File: src/rtl/insn_addr_gen_pkg.sv
// Shared definitions for the fetch address generator: FSM state encoding
// and default instruction-memory address width.
package insn_addr_gen_pkg;

   localparam int unsigned DEF_MEM_INSN_ADDR = 10;

   typedef enum logic [1:0] {
      ST_IDLE   = 2'd0,
      ST_RUN    = 2'd1,
      ST_HALTED = 2'd2
   } fetch_state_t;

endpackage

File: src/rtl/insn_addr_gen.sv
// Fetch address generator: registered PC stepped by a small FSM, with
// redirect (one-cycle flush), halt and fetcher back-pressure handling.
module insn_addr_gen
   import insn_addr_gen_pkg::*;
#(
   parameter int unsigned                   MEM_INSN_ADDR = DEF_MEM_INSN_ADDR,
   parameter logic [MEM_INSN_ADDR-1:0]      RESET_PC      = '0
) (
   input  logic                     clk,
   input  logic                     rst,
   input  logic                     start_i,
   input  logic                     stall_i,
   input  logic                     halt_i,
   input  logic                     redirect_valid_i,
   input  logic [MEM_INSN_ADDR-1:0] redirect_addr_i,
   output logic                     valid_o,
   output logic [MEM_INSN_ADDR-1:0] addr_o,
   output logic                     flush_o,
   output logic                     busy_o
);

   fetch_state_t             r_state;
   fetch_state_t             w_state_nxt;
   logic [MEM_INSN_ADDR-1:0] r_pc;
   logic [MEM_INSN_ADDR-1:0] w_pc_nxt;
   logic                     r_flush;
   logic                     w_flush_nxt;

   always_ff @(posedge clk) begin
      if (rst) begin
         r_state <= ST_IDLE;
         r_pc    <= RESET_PC;
         r_flush <= 1'b0;
      end else begin
         r_state <= w_state_nxt;
         r_pc    <= w_pc_nxt;
         r_flush <= w_flush_nxt;
      end
   end

   // Redirect outranks halt (older instruction), and both outrank stall.
   always_comb begin
      w_state_nxt = r_state;
      w_pc_nxt    = r_pc;
      w_flush_nxt = 1'b0;
      case (r_state)
         ST_IDLE, ST_HALTED: begin
            if (start_i) begin
               w_state_nxt = ST_RUN;
               w_pc_nxt    = RESET_PC;
            end
         end
         ST_RUN: begin
            if (redirect_valid_i) begin
               w_pc_nxt    = redirect_addr_i;
               w_flush_nxt = 1'b1;
            end else if (halt_i) begin
               w_state_nxt = ST_HALTED;
            end else if (!stall_i) begin
               w_pc_nxt = r_pc + 1'b1;
            end
         end
         default: begin
            w_state_nxt = ST_IDLE;
            w_pc_nxt    = RESET_PC;
         end
      endcase
   end

   always_comb begin
      valid_o = (r_state == ST_RUN);
      busy_o  = (r_state == ST_RUN);
      addr_o  = r_pc;
      flush_o = r_flush;
   end

endmodule

File: config.mk
export PLATFORM = sky130hd
export DESIGN_NAME = insn_addr_gen
export DESIGN_NICKNAME = d
export VERILOG_FILES = /design/src/rtl/insn_addr_gen_pkg.sv /design/src/rtl/insn_addr_gen.sv
export SDC_FILE = /design/constraint.sdc
export NUM_CORES = 1
export LEC_CHECK = 0
export BUFFER_PORTS_ARGS = -buffer_cell sky130_fd_sc_hd__buf_2
export CAP_MARGIN = 20
export CORE_MARGIN = 3
export CORE_UTILIZATION = 47
export CTS_CLUSTER_DIAMETER = 40
export DETAILED_ROUTE_END_ITERATION = 12
export GPL_TIMING_DRIVEN = 0
export HOLD_SLACK_MARGIN = 0.15
export MAX_ROUTING_LAYER = met4
export PLACE_DENSITY = 0.75
export SYNTH_ARGS = -nofsm -noshare
export SYNTH_HDL_FRONTEND = slang
export SYNTH_SLANG_ARGS = --single-unit
File: constraint.sdc
create_clock -name clk -period 1.75 [get_ports clk]
set_input_delay 0.35 -clock clk [delete_from_list [all_inputs] [get_ports clk]]
set_output_delay 0.35 -clock clk [all_outputs]
set_load 0.005 [all_outputs]
==> impl_metrics.env <==
export IMPL_combPwrFrac=0.190
export IMPL_die_area_mm2=0.002226
export IMPL_maxCapViolations=0
export IMPL_reg2reg_depth=5
export IMPL_netlist_area_um2=797.0
export IMPL_worstMarginPinSlew_ns=0.4963
export IMPL_crit_fanout=7
export IMPL_clkPwrFrac=0.305
export IMPL_antenna_left=0
export IMPL_grt_usage=0.2208
export IMPL_nNetsFinal=150
export IMPL_hp_start="rst"
export IMPL_synthFlopType="dfxtp_1"
export IMPL_syn_nets=117
export IMPL_place_congestion=0.8417
export IMPL_setup_violations_final=0
export IMPL_end_kind="primary output"
export IMPL_p_int_mw=0.4470
export IMPL_fp_dieW_um=47.18
export IMPL_rrSetupSlack_ns=0.23
export IMPL_seq_area_frac_synth=0.3265
export IMPL_synth_top_area_share=0.3265
export IMPL_post_cts_resized=0
export IMPL_slew_headroom=0.6691
export IMPL_syn_mean_instance_area_um2=7.970
export IMPL_finalCriticalPeriod_ns=1.663
export IMPL_p_leak_nw=0.4124
export IMPL_synth_edf_count=0
export IMPL_num_io_pins=29
export IMPL_synth_cells=100
export IMPL_cp_required_ns=1.40
export IMPL_fp_dieH_um=47.18
export IMPL_synth_async_reset_ratio=0
export IMPL_post_cts_repair_setup_buffers=0
export IMPL_max_freq_mhz=601.2
export IMPL_cts_hold_buf=0
export IMPL_io_buffers=28
export IMPL_switching_share=0.2918
export IMPL_cts_made_buffers=3
export IMPL_rsz0062_at_grt="no"
export IMPL_drv_slew=0
export IMPL_cts_clk_slew_worst_paths_ns=0.08
export IMPL_cp_startpoint="r_state[0]"
export IMPL_dp_cells=144
export IMPL_seq_power_share=0.505
export IMPL_min_path_type="in -> reg"
export IMPL_dpl_hpwl_um=1609
export IMPL_route_vias_total=885
export IMPL_grt_pass1_vias=768
export IMPL_hold_depth=2
export IMPL_h_tree_depth=1
export IMPL_powerDensity_mw_per_mm2=641.9
export IMPL_critPathKind="reg -> out"
export IMPL_fin_skew_ns=0.001594
export IMPL_drive_above_1_share=0.2803
export IMPL_synth_commonest_cells="dfxtp_1, a21oi_1, nor2_1"
export IMPL_clk_path_buf_depth=2
export IMPL_yosys_warnings=0
export IMPL_yosysMostFrequentCell="dfxtp_1"
export IMPL_ir_drop_uv=420.8
export IMPL_grt_overflow_total=0
export IMPL_via_per_inst=5.980
export IMPL_p_switching_mw=0.1842
export IMPL_cts_tree="yes"
export IMPL_grt_max_degree=11
export IMPL_cts_root_buf="clkbuf_4"
export IMPL_clock_latency_ns=0.28
export IMPL_core_mm2=0.001559
export IMPL_firstDrtPassIters=4
export IMPL_routed_wirelength_um=2133
export IMPL_status="finished clean"
export IMPL_start_util=0.5112
export IMPL_num_rows=14
export IMPL_grt_antenna_before_repair=0
export IMPL_regToRegStartpoint="r_state[0]"
export IMPL_crit_path_start_kind="flip-flop"
export IMPL_post_synth_num_cell_types=33
export IMPL_hold_violations=0
export IMPL_grt_pass1_wl_um=3305
export IMPL_netlist_top_cells_area="dfxtp_1, a21oi_1, o32ai_1"
export IMPL_setup_tns_ns=0
export IMPL_wire_per_inst_um=14.41
export IMPL_antennaDiodeCount=0
export IMPL_cp_arrival_ns=1.31
export IMPL_period_share=0.9505
export IMPL_area_growth_syn_to_layout_pct=23.39
export IMPL_min_delay_worst_endpoint="addr_o[6]"
export IMPL_fin_cells=148
export IMPL_drc=0
export IMPL_cts_sinks=13
export IMPL_yosys_area_top_type="dfxtp_1"
export IMPL_drt_iter0_drc=35
export IMPL_r2r_end="addr_o[5]"
export IMPL_ys_seq_elements=13
-- metrics by stage --
| step | util | setup slack, ns | power [mW] | hold WS [ns] | instance area, um2 |
|---|---|---|---|---|---|
| floorplan | - | 0.4808 | 0.3942 | 0.4653 | 797.0 |
| global placement | 0.6140 | 0.2772 | 0.4424 | 0.5024 | 957.2 |
| detailed placement | 0.6140 | 0.2580 | 0.4439 | 0.4976 | 957.2 |
| CTS | 0.6308 | 0.08940 | 0.6333 | 0.3027 | 983.4 |
| global route | 0.6308 | 0.008679 | 0.6609 | 0.3265 | 983.4 |
| finish | 0.6308 | 0.08656 | 0.6312 | 0.3093 | 983.4 |
-- how the worst max path moves through the flow --
stage | to | slack [ns]
finish | valid_o | 0.09
global route | valid_o | 0.009
CTS | valid_o | 0.09
detailed placement | addr_o[7] | 0.26
global placement | addr_o[8] | 0.28
floorplan | addr_o[1] | 0.48
-- flip-flops by register name, summed over array words and instances (netlist names) --
register / flops
r_state: 2
flush_o: 1
addr_o: 10
-- routing by layer --
metal	share of wire	track usage
met5	0	-
met4	0.019	0.1160
met3	0.066	0.05747
met2	0.46	0.3442
met1	0.46	0.2574
-- final cells by class --
| class | instances | area, um2 |
|---|---|---|
| Tap cell | 16 | 20.02 |
| Fill cell | 154 | 575.6 |
| Timing Repair Buffer | 28 | 140.1 |
| Clock buffer | 4 | 26.28 |
| Sequential cell | 13 | 260.3 |
| Multi-Input combinational cell | 76 | 490.5 |
| Buffer | 4 | 20.02 |
| Inverter | 7 | 26.28 |
-- logic make-up (layout without fill, tap and decap cells) --
family	after synthesis	in the layout	synth area share
XOR/XNOR	1	1	0.01099
buffers and inverters	11	43	0.05809
flip-flops	13	13	0.3265
adder cells (fa/ha/maj)	1	1	0.01570
AND/OR/NAND/NOR	39	39	0.2637
AO/OA/AOI/OAI	32	32	0.2873
multiplexers	3	3	0.03768
-- worst max-delay path: stages, from the launching register on --
cell	delay (ns)
dfxtp_1	0.48
nand2b_4	0.12
inv_1	0.20
buf_4	0.14
buf_2	0.09
-- placed cells by master, fill, tap and decap left out, drive strengths merged --
master / instances
nand2: 7
o211ai: 1
nor3: 6
a22oi: 2
nand3: 3
o32ai: 7
inv: 7
clkbuf: 6
or3: 1
mux2i: 3
nor2b: 1
a21oi: 12
a2bb2oi: 1
o21ai: 4
ha: 1
nor3b: 1
a32oi: 2
buf: 30
nor4: 2
a31oi: 2
nand2b: 2
and2: 1
xnor2: 1
nand4: 3
nor2: 10
o21bai: 1
and3: 2
dfxtp: 13
-- power groups by stage --
stage | Clock, mW | Sequential, mW | Combinational [mW]
global placement | 0 | 0.325 | 0.117
finish | 0.193 | 0.319 | 0.120
global route | 0.207 | 0.320 | 0.134
detailed placement | 0 | 0.325 | 0.119
CTS | 0.196 | 0.318 | 0.119
floorplan | 0 | 0.324 | 0.0700
No activity file was read; power rests on OpenSTA's default activity.
